## config.mk

```make
export PLATFORM = sky130hd
export DESIGN_NAME = seg7_scan_driver
export DESIGN_NICKNAME = d
export VERILOG_FILES = /design/src/rtl/seg7_pkg.sv /design/src/rtl/seg7_hex_decode.sv /design/src/rtl/seg7_scan_driver.sv
export SDC_FILE = /design/constraint.sdc
export NUM_CORES = 1
export LEC_CHECK = 0
export ABC_CLOCK_PERIOD_IN_PS = 2590
export CAP_MARGIN = 5
export CORE_ASPECT_RATIO = 1.75
export CORE_UTILIZATION = 55
export DETAILED_ROUTE_END_ITERATION = 10
export PLACE_DENSITY_LB_ADDON = 0.12
export SLEW_MARGIN = 20
export SYNTH_ARGS = -nofsm -noshare
export SYNTH_HDL_FRONTEND = slang
export SYNTH_SLANG_ARGS = --single-unit
```

## constraint.sdc

```tcl
create_clock -name clk -period 2.59 [get_ports clk]
set_input_delay 0.3885 -clock clk [delete_from_list [all_inputs] [get_ports clk]]
set_output_delay 0.3885 -clock clk [all_outputs]
set_load 0.02 [all_outputs]
```

## src/rtl/seg7_pkg.sv

```systemverilog
// seg7_pkg: glyph constants, segment bit positions and slot-state type for the seven-segment scan driver.
package seg7_pkg;

    localparam int SEG_A  = 0;
    localparam int SEG_B  = 1;
    localparam int SEG_C  = 2;
    localparam int SEG_D  = 3;
    localparam int SEG_E  = 4;
    localparam int SEG_F  = 5;
    localparam int SEG_G  = 6;
    localparam int SEG_DP = 7;

    // Active-high glyphs, bit order g,f,e,d,c,b,a.
    localparam logic [6:0] GLYPH_0 = 7'h3F;
    localparam logic [6:0] GLYPH_1 = 7'h06;
    localparam logic [6:0] GLYPH_2 = 7'h5B;
    localparam logic [6:0] GLYPH_3 = 7'h4F;
    localparam logic [6:0] GLYPH_4 = 7'h66;
    localparam logic [6:0] GLYPH_5 = 7'h6D;
    localparam logic [6:0] GLYPH_6 = 7'h7D;
    localparam logic [6:0] GLYPH_7 = 7'h07;
    localparam logic [6:0] GLYPH_8 = 7'h7F;
    localparam logic [6:0] GLYPH_9 = 7'h6F;
    localparam logic [6:0] GLYPH_A = 7'h77;
    localparam logic [6:0] GLYPH_B = 7'h7C;
    localparam logic [6:0] GLYPH_C = 7'h39;
    localparam logic [6:0] GLYPH_D = 7'h5E;
    localparam logic [6:0] GLYPH_E = 7'h79;
    localparam logic [6:0] GLYPH_F = 7'h71;

    localparam logic [15:0][6:0] GLYPH_ROM = {
        GLYPH_F, GLYPH_E, GLYPH_D, GLYPH_C, GLYPH_B, GLYPH_A, GLYPH_9, GLYPH_8,
        GLYPH_7, GLYPH_6, GLYPH_5, GLYPH_4, GLYPH_3, GLYPH_2, GLYPH_1, GLYPH_0
    };

    localparam logic [7:0] SEG_OFF = 8'h00;

    typedef enum logic {
        SHOW,
        GAP
    } slot_state_t;

endpackage

```

## src/rtl/seg7_hex_decode.sv

```systemverilog
// seg7_hex_decode: combinational nibble-to-glyph decoder, active-high, dp in bit 7.
module seg7_hex_decode (
    input  logic [3:0] nibble,
    input  logic       dp,
    output logic [7:0] seg
);
    import seg7_pkg::*;

    always_comb begin
        seg = SEG_OFF;
        seg[SEG_G:SEG_A] = GLYPH_ROM[nibble];
        seg[SEG_DP] = dp;
    end

endmodule

```

## src/rtl/seg7_scan_driver.sv

```systemverilog
// seg7_scan_driver: double-buffered, time-multiplexed common-anode seven-segment scanner.
// Optional leading-zero suppression is built when SEG7_LZ_SUPPRESS_EN is defined.
module seg7_scan_driver #(
    parameter int NUM_DIGITS     = 4,
    parameter int SCAN_DIV       = 50000,
    parameter int BLANK_CYCLES   = 500,
    parameter int SEG_ACTIVE_LOW = 1,
    parameter int AN_ACTIVE_LOW  = 1
) (
    input  logic                    clk,
    input  logic                    rst,
    input  logic                    en,
    input  logic                    load,
    input  logic [4*NUM_DIGITS-1:0] value,
    input  logic [NUM_DIGITS-1:0]   dp_in,
    input  logic [NUM_DIGITS-1:0]   digit_en,
    output logic [7:0]              seg_out,
    output logic [NUM_DIGITS-1:0]   an_out,
    output logic                    frame_done
);
    import seg7_pkg::*;

    localparam int CW = SCAN_DIV > 1 ? $clog2(SCAN_DIV) : 1;
    localparam int IW = NUM_DIGITS > 1 ? $clog2(NUM_DIGITS) : 1;
    localparam logic [CW-1:0] SLOT_LAST = CW'(SCAN_DIV - 1);
    localparam logic [CW-1:0] SHOW_LAST = CW'(SCAN_DIV - BLANK_CYCLES - 1);
    localparam logic [IW-1:0] IDX_LAST = IW'(NUM_DIGITS - 1);
    localparam logic [7:0] SEG_POL = SEG_ACTIVE_LOW != 0 ? 8'hFF : 8'h00;
    localparam logic [NUM_DIGITS-1:0] AN_POL = AN_ACTIVE_LOW != 0 ? '1 : '0;

    logic [4*NUM_DIGITS-1:0] pend_val, disp_val;
    logic [NUM_DIGITS-1:0]   pend_dp, disp_dp, pend_en, disp_en;
    logic [CW-1:0]           slot_cnt;
    logic [IW-1:0]           idx;
    slot_state_t             state;
    logic                    slot_end, frame_end, lit_now;
    logic [3:0]              cur_nib;
    logic [7:0]              dec_seg, lit_seg;
    logic [NUM_DIGITS-1:0]   an_sel, lz_dark;

    assign slot_end  = slot_cnt == SLOT_LAST;
    assign frame_end = en && slot_end && idx == IDX_LAST;
    assign cur_nib   = disp_val[{idx, 2'b00} +: 4];
    assign an_sel    = NUM_DIGITS'(1) << idx;
    assign lit_now   = en && state == SHOW;

    seg7_hex_decode u_dec (
        .nibble (cur_nib),
        .dp     (disp_dp[idx]),
        .seg    (dec_seg)
    );

`ifdef SEG7_LZ_SUPPRESS_EN
    logic lz_seen;

    // Walk down from the top digit; everything above the first nonzero nibble goes dark, digit 0 never does.
    always_comb begin
        lz_dark = '0;
        lz_seen = 1'b0;
        for (int k = NUM_DIGITS - 1; k > 0; k--) begin
            lz_seen = lz_seen | (disp_val[4*k +: 4] != 4'h0);
            lz_dark[k] = !lz_seen;
        end
    end
`else
    assign lz_dark = '0;
`endif

    assign lit_seg = !disp_en[idx] ? SEG_OFF : lz_dark[idx] ? {disp_dp[idx], 7'b0} : dec_seg;

    always_ff @(posedge clk) begin
        if (rst) begin
            pend_val   <= '0;
            pend_dp    <= '0;
            pend_en    <= '0;
            disp_val   <= '0;
            disp_dp    <= '0;
            disp_en    <= '0;
            slot_cnt   <= '0;
            idx        <= '0;
            state      <= SHOW;
            frame_done <= 1'b0;
            seg_out    <= SEG_OFF ^ SEG_POL;
            an_out     <= AN_POL;
        end else begin
            if (load) begin
                pend_val <= value;
                pend_dp  <= dp_in;
                pend_en  <= digit_en;
            end
            // While disabled the display set tracks loads at once; otherwise it only swaps at the frame wrap.
            if (!en || frame_end) begin
                disp_val <= load ? value : pend_val;
                disp_dp  <= load ? dp_in : pend_dp;
                disp_en  <= load ? digit_en : pend_en;
            end
            if (!en) begin
                slot_cnt <= '0;
                idx      <= '0;
                state    <= SHOW;
            end else begin
                slot_cnt <= slot_end ? '0 : slot_cnt + 1'b1;
                idx      <= !slot_end ? idx : idx == IDX_LAST ? '0 : idx + 1'b1;
                state    <= slot_end ? SHOW :
                            (state == SHOW && slot_cnt == SHOW_LAST && BLANK_CYCLES != 0) ? GAP : state;
            end
            frame_done <= frame_end;
            seg_out    <= (lit_now ? lit_seg : SEG_OFF) ^ SEG_POL;
            an_out     <= (lit_now ? an_sel : '0) ^ AN_POL;
        end
    end

endmodule

```

# [Word level (Yosys, flattened, before mapping)]
# Memory sizes are Yosys's and may differ from the RTL's.
# Cells that the tools add are included.
[totals] reg_bits=80 romBits=112 input_bits=28 n_memories=1
[mem_list] memory="(name not given)" depth=16 word_bits=7 rd=1 rd_clocked_by_memory_dff=0 write_ports=0 line="seg7_hex_decode.sv:11" source="seg[SEG_G:SEG_A] = GLYPH_ROM[nibble];"
[classes] addsub=2 magnitude_cmp=2 eq_ne=3 shift=2 mux=15 bitwise=4 n_reduce_logical=8
[ops] cell="== test 16 bit (second input constant)" count=2
[ops] cell="adder 16 x 1 -> 16 bit (second input constant)" count=1
[ops] cell="2-to-1 mux 16 bit" count=1
[ops] cell="2-to-1 mux 8 bit" count=2
[ops] cell="indexed part select 16 x 5 -> 4 bit" count=1
[ops] cell="2-to-1 mux 7 bit" count=2
[ops] cell="2-to-1 mux 4 bit" count=3
[ops] cell="inverter 8 bit" count=1
[ops] cell="binary-select mux 1 bit (select 2 bit)" count=3
[ops] cell="less-than comparator 4 x 5 -> 1 bit (second input constant)" count=1
[ops] cell="logical AND 1 bit" count=4
[ops] cell="inverter 4 bit" count=1
[ops] cell="<< shifter 1 x 2 -> 4 bit (first input constant)" count=1
[ops] cell="less-than comparator 2 x 3 -> 1 bit (second input constant)" count=1
[ops] cell="2-to-1 mux 1 bit" count=3
[ops] cell="OR reduction 3 bit" count=1
[ops] cell="adder 2 x 1 -> 2 bit (second input constant)" count=1
[ops] cell="== test 2 bit (second input constant)" count=1
[ops] cell="2-to-1 mux 2 bit" count=1
[ops] cell="inverter 1 bit" count=2
[ops] cell="OR reduction 2 bit" count=1
[ops] cell="logical NOT 1 bit" count=1
[ops] cell="logical OR 1 bit" count=1

# [Depth between registers and ports, before layout]
# Gate-level depths: netlist of run 1.
[depth] depth_word=7 ltp_mapped=7

# [Hierarchy]
# A second synthesis of run 1 with hierarchy kept.
[hier_totals] cells_unflattened=356 hier_area_um2=3484.6
[modules_own_cells] mod="seg7_scan_driver" n_inst=1 cells_each=322 area_each_um2=3189.3
[modules_own_cells] mod="seg7_hex_decode" n_inst=1 cells_each=34 area_each_um2=295.3

# [Worst setup path before layout of run 1]
# OpenSTA, ideal clock, no wires.
[synth_path] path_kind="register to register" startpoint="reg idx[0]" endpoint="reg seg_out[3]" setup_time_ns=0.122 arrival_ns=1.917 slack_ns=0.551 stages_incl_launch_ff=8 path_buffers=1 path_cell_list="dfxtp_1 -> buf_6 -> mux4_2 -> inv_1 -> ha_1 -> inv_1 -> mux4_2 -> nand2b_1"
[synth_between] elab_chain_len=7 elab_cells_between_ends=11
[synth_lines] item="start, declared" line="seg7_scan_driver.sv:34" source="logic [IW-1:0] idx;"
[synth_lines] item="start signal, assigned" line="seg7_scan_driver.sv:103" source="idx <= !slot_end ? idx : idx == IDX_LAST ? '0 : idx + 1'b1;"
[synth_lines] item="indexed part select 16 x 5 -> 4 bit" line="seg7_scan_driver.sv:43" source="assign cur_nib = disp_val[{idx, 2'b00} +: 4];"
[synth_lines] item="memory (16 x 7 bit)"
[synth_lines] item="2-to-1 mux 7 bit (implied by the code)" line="seg7_hex_decode.sv:11"
[synth_lines] item="2-to-1 mux 7 bit" line="seg7_scan_driver.sv:69" source="assign lit_seg = !disp_en[idx] ? SEG_OFF : lz_dark[idx] ? {disp_dp[idx], 7'b0} : dec_seg;"
[synth_lines] item="2-to-1 mux 8 bit (*)" line="seg7_scan_driver.sv:69"
[synth_lines] item="2-to-1 mux 8 bit (*)" line="seg7_scan_driver.sv:108" source="seg_out <= (lit_now ? lit_seg : SEG_OFF) ^ SEG_POL;"
[synth_lines] item="inverter 8 bit (no line) (*)"
[synth_lines] item="end signal, assigned" line="seg7_scan_driver.sv:83" source="seg_out <= SEG_OFF ^ SEG_POL;"
[synth_lines] item="end signal, assigned" line="seg7_scan_driver.sv:108"
[synth_lines] item="end, declared" line="seg7_scan_driver.sv:17" source="output logic [7:0] seg_out,"
# Every way passes the cells marked *; elsewhere a longest branch is shown, timed or not. The select of a mux whose other input is x is not followed.
# A chain may end at the register's enable or synchronous reset.

# [Final worst setup path of run 1]
# Same ends and word-level chain as after synthesis.

==> reports/summary.txt, run 1 <==
outcome -> complete, no violations
worst path bufs/invs -> 2
DR WL met3 -> 185 um
drt pass-1 iters -> 4
Die H -> 106 um
list of most frequent post-synthesis cells -> dfxtp_1 (80), nor2_1 (45), nor2b_1 (30)
Inserted Clock Buffers -> 9
vias per inst -> 5.11
Switching Share -> 21.5%
Startpoint Class -> register
die area -> 0.00653 mm^2
CTS tree -> built
register share of total power -> 53.7%
count leader, synth -> dfxtp_1
Routed Antenna Nets -> 0
RePlAce Congestion -> 0.853
met2 wire length -> 3.21 mm
CTS Sinks -> 80
area taken by flip-flops and latches -> 0.00160 mm^2
Buffers on Ports -> 40
CP max FO -> 6
maximum VDD drop -> 455 uV
fill cell total of the finished layout -> 501
area leader, netlist -> dfxtp_1
CP max stage cell -> mux4_2
Synth Instances -> 324
fin. max-slew vios -> 0
combinational share of power -> 8.7%
clock root buffer -> clkbuf_8
Setup Skew -> 0.00702 ns
Tmin final -> 2.10 ns
fmax -> 477 MHz
switching power total -> 518 uW
Post-Route M1 WL -> 2.52 mm
drt drc -> 0
area of the multi-input gates -> 0.00166 mm^2
Overall Power -> 2.41 mW
top layer in use -> met4
ys flop type -> dfxtp_1
Final HPWL DP -> 4.32 mm
Worst Path Arrival -> 2.33 ns
Ant. Diodes -> 0
CTS max path bufs -> 2
top cells by area, synth -> dfxtp_1 (47%), mux2_2 (7.9%), mux2i_1 (7.3%)
share of cells above drive strength 1 -> 14.9%
number of global-route vias before repair -> 2294
# Post-CTS Setup Buffers -> 0
WP data required -> 2.82 ns
core area -> 0.00593 mm^2
worst skew pair latency -> 0.35 ns
area delta synth->final -> 18.7%
Worst-path clk slew -> 0.07 ns
die width -> 61.5 um
post-synth top area share -> 47.0%
Power Dens Cells -> 596 mW/mm^2
cell-internal power -> 1.89 mW
# rows -> 37
final WL -> 6.06 mm
H-tree depth -> 3
Initial Util -> 57.5%
Seq/Total Area, Yosys -> 47.0%
post_cts resized -> 0
crit-path cells -> mux4_2, inv_1, ha_1, inv_1, mux4_2, nand2b_1
largest net degree at the start of global routing -> 49
post-synth cell types -> 39
RSZ-0062 raised after global routing -> no
Post-synth EDFFs -> 0
Yosys warnings -> 0
Hold Crit Class -> register to register
Mapped Area -> 0.00341 mm^2
antenna violations before repair -> 0
Setup crit end kind -> register
power share of the clock group -> 37.7%
final global-route overflow total -> 0
via count -> 2278
final setup vio count -> 0
Total GRT Usage -> 21.0%
# nets final -> 402
Tightest Pin Transition -> 0.534 ns
final hold vios -> 0
maxcap violations -> 0
Crit path largest cell delay -> 0.62 ns
Yosys reg bits -> 80
setup TNS -> 0 ns
initial drt markers -> 102
Avg Inst Size Synth -> 10.5 um^2
post-route clock period utilization -> 81.0%
hold_buf cts -> 0
# IOs -> 41
critical path's top delay family -> multiplexers
ys async rst share -> 0%
crit path kind -> register to register
Slew HR -> 64.4%
syn nets -> 363
first-pass GRT wire length -> 10.0 mm
static leakage -> 1.55 nW
wire length per cell -> 13.6 um
area by class of cell:
class                           count  share of cell area, %
Clock buffer                       14                   4.02
Clock inverter                      2                  0.928
Inverter                           12                   1.11
Multi-Input combinational cell    215                   41.1
Sequential cell                    80                   39.6
Tap cell                           78                   2.41
Timing Repair Buffer               45                   10.8
cells by family (layout without fill, tap and decap cells):
logic type,after synthesis,after routing,share of synthesized area [%]
XOR/XNOR,12,12,3.08
multiplexers,56,56,19.9
flip-flops,80,80,47.0
adder cells (fa/ha/maj),11,11,4.04
buffers and inverters,29,73,4.19
AO/OA/AOI/OAI,19,19,4.04
AND/OR/NAND/NOR,117,117,17.8
placed cells by master, fill, tap and decap left out, types with 7 or more instances in the layout:
master / Yosys / layout
nand3_1: 7 / 7
inv_1: 12 / 12
clkbuf_8: 0 / 11
dfxtp_1: 80 / 80
nand2_1: 11 / 11
ha_1: 11 / 11
mux4_2: 7 / 7
nor2_1: 45 / 45
mux2_2: 24 / 24
xnor2_1: 10 / 10
mux2i_1: 25 / 25
nor2b_1: 30 / 30
clkdlybuf4s50_1: 0 / 40
state kept, by name (all words and copies together) (netlist names):
signal and flops:
idx 2, seg_out 8, pend_dp 4, slot_cnt 16, pend_en 4, an_out 4, disp_dp 4, pend_val 16
frame_done 1, disp_en 4, state 1, disp_val 16
path summary, 6_finish.rpt:
path | start | endpoint | slack [ns] | cells past startpoint
setup / recovery | idx[0] | seg_out[3] | 0.49 | 6
hold / removal | slot_cnt[0] | slot_cnt[0] | 0.45 | 1
setup reg to reg | idx[0] | seg_out[3] | 0.49 | 6
hold reg to reg | slot_cnt[0] | slot_cnt[0] | 0.45 | 1
worst reg2reg max path, delay by kind of cell, from the launching register on:
family	cells	cell delay [ns]
buffers and inverters	2	0.18
muxes	2	1.06
adders and majority gates	1	0.16
and+or+nand+nor	1	0.14
DFF	1	0.44
per-layer routing:
metal | up-vias | global-route usage, %
li1 | 1176 | -
met1 | 1054 | 23.0
met2 | 38 | 35.6
met3 | 10 | 5.72
met4 | 0 | 10.3
met5 | - | 0
power by group through the flow:
stage | Combinational, mW | Sequential (mW) | Clock (mW)
floorplan | 0.139 | 1.32 | 0
global placement | 0.206 | 1.32 | 0
detailed placement | 0.210 | 1.32 | 0
CTS | 0.211 | 1.29 | 0.931
global route | 0.230 | 1.30 | 0.985
finish | 0.209 | 1.29 | 0.908
per-stage QoR:
step	worst slack [ns]	utilization, %	cell area [um^2]	hold WS (ns)	std cells
floorplan	0.551	-	3410	0.418	324
global placement	0.541	64.9	3850	0.428	430
detailed placement	0.469	64.9	3850	0.440	430
CTS	0.456	68.3	4050	0.453	446
global route	0.366	68.3	4050	0.474	446
finish	0.493	68.3	4050	0.449	446
Note: power is estimated with default switching activity, not from simulation.
==> inputs of run 2 (changes only) <==
- ABC_CLOCK_PERIOD_IN_PS: 2590 -> 1800
- CORE_UTILIZATION: 55 -> 50
- clock period: 2.59 -> 1.8 ns (I/O delays scaled with it)
==> reports/summary.txt, run 2 (synthesized netlist as in run 1, its figures left out) <==
outcome -> finished with violations
CTS tree -> built
die area -> 0.00716 mm^2
Setup WS post-layout -> -0.100 ns
first-pass GRT wire length -> 11.1 mm
Total GRT Usage -> 20.6%
number of global-route vias before repair -> 2442
Die H -> 111 um
WP data required -> 2.02 ns
H-tree depth -> 3
# nets final -> 424
area delta synth->final -> 29.8%
final global-route overflow total -> 0
hold_buf cts -> 0
Tightest Pin Transition -> 0.337 ns
die width -> 64.4 um
leading cell type in the layout, fill and taps excluded -> dfxtp_1
HP Start -> slot_cnt[0]
placed inst area -> 0.00408 mm^2
antenna violations before repair -> 0
Buffers on Ports -> 40
via count -> 2424
share of cells above drive strength 1 -> 22.8%
largest registers -> disp_val: 16 flops, pend_val: 16 flops, slot_cnt: 16 flops
Routed Antenna Nets -> 0
fmax -> 526 MHz
Slew HR -> 77.5%
FF-to-FF path depth -> 6
crit path kind -> register to register
Inserted Clock Buffers -> 9
CTS max path bufs -> 2
initial drt markers -> 99
drt drc -> 0
CP max stage cell -> mux4_2
largest net degree at the start of global routing -> 34
# rows -> 39
worst hold path depth -> 1
worst skew pair latency -> 0.33 ns
drt pass-1 iters -> 4
Setup Skew -> 0.00471 ns
core area -> 0.00654 mm^2
Final HPWL DP -> 4.64 mm
RSZ-0062 raised after global routing -> yes
RePlAce Congestion -> 0.804
register share of total power -> 45.4%
# IOs -> 41
Worst-path clk slew -> 0.06 ns
maxcap violations -> 0
cell-internal power -> 3.26 mW
Hold Crit Class -> register to register
Startpoint Class -> register
fin util -> 67.7%
final setup vio count -> 3
Worst Path Arrival -> 2.12 ns
post-route clock period utilization -> 106%
critical path launch point -> idx[0]
clock root buffer -> clkbuf_16
failing checks -> negative setup slack
Ant. Diodes -> 0
wire length per cell -> 14.0 um
Power Dens Cells -> 927 mW/mm^2
Tmin final -> 1.90 ns
final hold vios -> 0
maximum VDD drop -> 527 uV
Switching Share -> 20.4%
Reg-to-Reg Start -> idx[0]
static leakage -> 1.75 nW
Initial Util -> 52.1%
switching power total -> 837 uW
final WL -> 6.60 mm
final instance area -> 0.00442 mm^2
CP max FO -> 5
Setup crit end kind -> register
Crit path largest cell delay -> 0.57 ns
combinational share of power -> 8.5%
CTS Sinks -> 80
setup TNS -> -0.162 ns
crit-path cells -> mux4_2, inv_2, ha_4, inv_2, mux4_2, nand2b_1
power share of the clock group -> 46.0%
vias per inst -> 5.14
fin. max-slew vios -> 0
most frequent cells in the layout -> dfxtp_1 (77), nor2_1 (45), clkdlybuf4s50_1 (40)
-- run 2: final timing paths --
check	end	slack, ns
setup reg to reg	seg_out[3]	-0.10
hold / removal	slot_cnt[0]	0.45
setup / recovery	seg_out[3]	-0.10
hold reg to reg	slot_cnt[0]	0.45
-- run 2: stage by stage --
step / hold WS [ns] / std cells / power [mW] / worst slack, ns
2_1_floorplan: 0.418 / 324 / 2.10 / -0.175
3_3_place_gp: 0.427 / 456 / 2.24 / -0.0815
3_5_place_dp: 0.437 / 456 / 2.25 / -0.107
4_1_cts: 0.450 / 472 / 4.13 / -0.113
5_1_grt: 0.464 / 472 / 4.24 / -0.183
6_report: 0.454 / 472 / 4.10 / -0.100
-- run 2: timing repair --
item / in CTS / in global routing
buffers inserted: 0 / 0
gates resized for setup: 2 / 6
setup endpoints to repair: 3 / 9
-- run 2: cell type report --
| type | instances | area [um^2] |
|---|---|---|
| repair buffers | 67 | 653 |
| multi-input cells | 215 | 1690 |
| inverters | 12 | 47.5 |
| clock buffers | 14 | 284 |
| flip-flops and latches | 80 | 1610 |
| clock inverters | 2 | 35.0 |
| fillers | 535 | 2110 |
| well taps | 82 | 103 |
-- run 2: power groups by stage --
stage                     logic (mW)  clock network, mW  registers (mW)
final                          0.350               1.89            1.86
after global routing           0.384               1.99            1.87
after CTS                      0.351               1.92            1.86
after detailed placement       0.346                  0            1.90
after global placement         0.339                  0            1.90
after floorplan                0.204                  0            1.90
-- run 2: worst max-delay path, delay by kind of cell (launching register included) --
kind                       cells  cell delay [ns]
muxes                          2             1.00
buffers and inverters          2             0.14
adders and majority gates      1             0.14
DFF                            1             0.37
and+or+nand+nor                1             0.14
-- run 2: routing by layer --
layer | vias up | routed length, um | global-route usage, % | part of all wire [%]
met5 | - | 0 | 0 | 0
met4 | 0 | 194 | 12.6 | 2.9
met3 | 13 | 179 | 4.42 | 2.7
met2 | 34 | 3620 | 37.3 | 55
met1 | 1148 | 2600 | 20.6 | 39
li1 | 1229 | - | - | -
==> inputs of run 3 (changes only) <==
- SLEW_MARGIN: 20 -> default
==> results of run 3 <==
Same layout as run 2: the final DEF is identical, and so are final timing and power.
==> patch 1: new RTL, settings of run 1 <==
Build with the macro `SEG7_LZ_SUPPRESS_EN` defined.
--- a/src/rtl/seg7_scan_driver.sv
+++ b/src/rtl/seg7_scan_driver.sv
@@ -1,5 +1,7 @@
 // seg7_scan_driver: double-buffered, time-multiplexed common-anode seven-segment scanner.
 // Optional leading-zero suppression is built when SEG7_LZ_SUPPRESS_EN is defined.
+`define SEG7_LZ_SUPPRESS_EN
+
 module seg7_scan_driver #(
     parameter int NUM_DIGITS     = 4,
     parameter int SCAN_DIV       = 50000,
Behaviour: same outputs for any inputs over 10 cycles, from zero or initial values and one cycle with rst high; that may be too few to reach the edited logic, so the function may still have changed.
==> patch 1 against run 1 <==
Cell area increased by 2.5%. Largest cell class unchanged. Sequential cell count unchanged. Total power increased by 7.3%. Synthesized area increased by 1.9%. Hold slack improved by 0.021 ns. Wire length increased by 14%. Combinational power increased by 8%. Setup slack got worse by 0.27 ns.
==> patch 1: results (changes against run 1) <==
First-pass GRT wire length: 11.2 mm (+11%)
Share of cells above drive strength 1: 10.1% (-4.8 points)
Worst Clk Skew: 0.0146 ns (+0.00759 ns)
Power Clock: 1.06 mW (+17%)
Worst EP arrival: 2.66 ns (+0.33 ns)
Number of global-route vias before repair: 2,518 (+9.8%)
GR Util met1: 24.1% (+1.1 points)
Commonest cells post-synth: dfxtp_1 (80), nor2_1 (55), mux2i_1 (29), nor3_1 (25), a31o_1 (20)
Placed cell areas: 0.00391 mm² (+1.6%)
Vias/cell: 5.58 (+9.2%)
Drt initial violations: 120 (+18%)
DP HPWL: 5.00 mm (+16%)
Gpl congestion: 0.934 (+9.5%)
M1 wire length: 2.70 mm (+7.2%)
Mux contribution to synthesized area: 11.6% (-8.3 points)
Met3 WL: 201 µm (+8.6%)
Met2 wire length: 3.80 mm (+18%)
Post-Synth Adder-Cell Area: 3.96% (-0.077 points)
Worst Reg-to-Reg Cells: 8 (+2)
Fillers: 492 (-1.8%)
Post-synthesis compound-gate area fraction: 12.2% (+8.2 points)
Syn Nets: 392 (+8.0%)
Total track usage: 23.1% (+2.2 points)
Ranking of synthesized cells by area: dfxtp_1 (46%), mux2i_1 (8.4%), nor2_1 (5.9%)
Routed WL per cell: 14.5 µm (+6.8%)
LEAKAGE: 1.57 nW (+0.78%)
Status: finished clean
==> patch 1: cell type report <==
class                   count  share of cell area, %
clock buffers              11                   3.65
clock inverters             5                   2.08
inverters                   9                  0.815
multi-input cells         243                   41.5
flip-flops and latches     80                   38.6
well taps                  80                   2.41
repair buffers             47                   10.9
==> patch 1: final timing paths <==
path	to	slack, ns
setup reg to reg	seg_out[0]	0.22
hold reg to reg	slot_cnt[0]	0.47
setup / recovery	seg_out[0]	0.22
hold / removal	slot_cnt[0]	0.47
==> patch 1: per-stage QoR <==
step | setup WS [ns] | power, mW | std cells | utilization, % | hold WS (ns)
2_1_floorplan | 0.389 | 1.48 | 353 | - | 0.430
4_1_cts | 0.255 | 2.60 | 475 | 67.6 | 0.478
3_5_place_dp | 0.297 | 1.56 | 459 | 63.7 | 0.459
5_1_grt | 0.0709 | 2.68 | 475 | 67.6 | 0.501
3_3_place_gp | 0.407 | 1.55 | 459 | 63.7 | 0.442
6_report | 0.223 | 2.59 | 475 | 67.6 | 0.470
==> patch 2: new RTL, flow settings as in run 1 <==
Without the edit above. Make the reset (`rst`) asynchronous in one clocked block.
--- a/src/rtl/seg7_scan_driver.sv
+++ b/src/rtl/seg7_scan_driver.sv
@@ -68,7 +68,7 @@
 
     assign lit_seg = !disp_en[idx] ? SEG_OFF : lz_dark[idx] ? {disp_dp[idx], 7'b0} : dec_seg;
 
-    always_ff @(posedge clk) begin
+    always_ff @(posedge clk or posedge rst) begin
         if (rst) begin
             pend_val   <= '0;
             pend_dp    <= '0;
Check against the original RTL: differs if rst is asserted again (counterexample within 4 cycles, from zero or initial values and one cycle with rst high); with rst held inactive, the same outputs for 10 cycles.
==> patch 2 against run 1 <==
Sequential cell count unchanged. Wire length grew 6.3%. Setup slack worse by 0.070 ns. Cell area up 9.1%. Count of clock-buffer cells in the layout stayed put. Utilization is 0.27 points lower. Synthesized area up 7.9%. Die area increased by 7.7%. Critical path depth unchanged. Via count decreased by 2.9%. Hold slack worse by 0.0078 ns.
Power is not compared: it rests on default switching activity, and its combinational part moved more than twofold at a synthesized area within 25%.
==> patch 2: results (changes against run 1) <==
Syn Nets: 311 (-14%)
CP Max Fanout: 10 (+4)
Buffer share of cell area: 10.2% (-0.62 points)
Post-Synth Adder-Cell Area: 3.74% (-0.29 points)
GR met3 Demand/Resource: 6.48% (+0.76 points)
Max incr delay on CP: 0.66 ns (+0.04 ns)
Number of global-route vias before repair: 2,303 (+0.39%)
Ranking of synthesized cells by area: dfrtp_1 (46%), mux2_2 (8.9%), dfstp_2 (8.6%)
Worst-skew pair later-pin latency: 0.33 ns (-0.02 ns)
Fin crit period: 2.17 ns (+0.0700 ns)
Worst EP arrival: 2.42 ns (+0.09 ns)
Root buffer cell: clkbuf_16
GR Util met1: 23.2% (+0.25 points)
Clock network area share: 5.75% (+0.81 points)
Vias: 2,211 (-2.9%)
Drt initial violations: 133 (+30%)
Worst Clk Skew: 0.00447 ns (-0.00255 ns)
Sequential-to-total area share from yosys stat: 54.9% (+7.9 points)
R2r setup slk: 0.42 ns (-0.07 ns)
Slowest stage cell on the critical path: dfrtp_1
Non-clock inverter total of the final layout: 10 (-2)
Max IR drop VDD: 0.560 mV
Ys async rst share: 100% (+100 points)
Total track usage: 21.0% (+0.033 points)
Status: finished clean
Fraction of area in multi-input gates: 35.2% (-5.9 points)
Gpl congestion: 0.766 (-10%)
Routed WL per cell: 15.9 µm (+17%)
First-pass GRT wire length: 10.7 mm (+7.1%)
Tightest Hold Check Type: in -> async
Worst Max-Slew Pin Slew: 0.512 ns (-0.0219 ns)
M1 wire length: 2.59 mm (+2.6%)
Largest net degree at the start of global routing: 81 (+65%)
Commonest cells post-synth: dfrtp_1 (68), mux2_2 (29), mux2_4 (20), nor2_1 (17), nand2_1 (15)
R2r endpoint: seg_out[3]
Worst path top cell family by delay: flip-flops
M2 GR Usage: 36.6% (+0.99 points)
Met2 wire length: 3.48 mm (+8.1%)
Setup crit start: idx[0]
Synth cell types: 43 (+10%)
Seq/total area: 45.7% (+6.1 points)
Final Net Count: 357 (-11%)
Post-synthesis compound-gate area fraction: 4.29% (+0.25 points)
Xor/xnor share of the synthesized area: 2.62% (-0.46 points)
Mux contribution to synthesized area: 20.7% (+0.83 points)
==> patch 2: cell count changes in the layout (fill, tap and decap cells not counted), moves of 9 or more <==
cell / delta
dfrtp_1: +68
nor2_1: -28
dfxtp_1: -80
mux2i_1: -25
nor2b_1: -24
clkbuf_16: +9
dfstp_2: +12
mux2_4: +20
clkbuf_8: -11
==> patch 2: stage by stage <==
step	worst slack (ns)	cell area, µm²	power, mW	std cells	hold slack [ns]
floorplan	0.170	3680	1.74	272	0.453
finish	0.423	4410	2.95	405	0.442
global route	0.240	4410	3.09	405	0.499
detailed placement	0.410	4160	1.87	389	0.479
global placement	0.493	4160	1.86	389	0.463
CTS	0.402	4410	2.99	405	0.476
==> patch 2: cell families (layout without fill, tap and decap cells) <==
group	count (synthesis)	in the layout
buf+inv	20	71
fa+ha+maj	11	11
simple gates	72	72
flops	80	80
xor+xnor	11	11
mux	55	55
compound gates	23	23
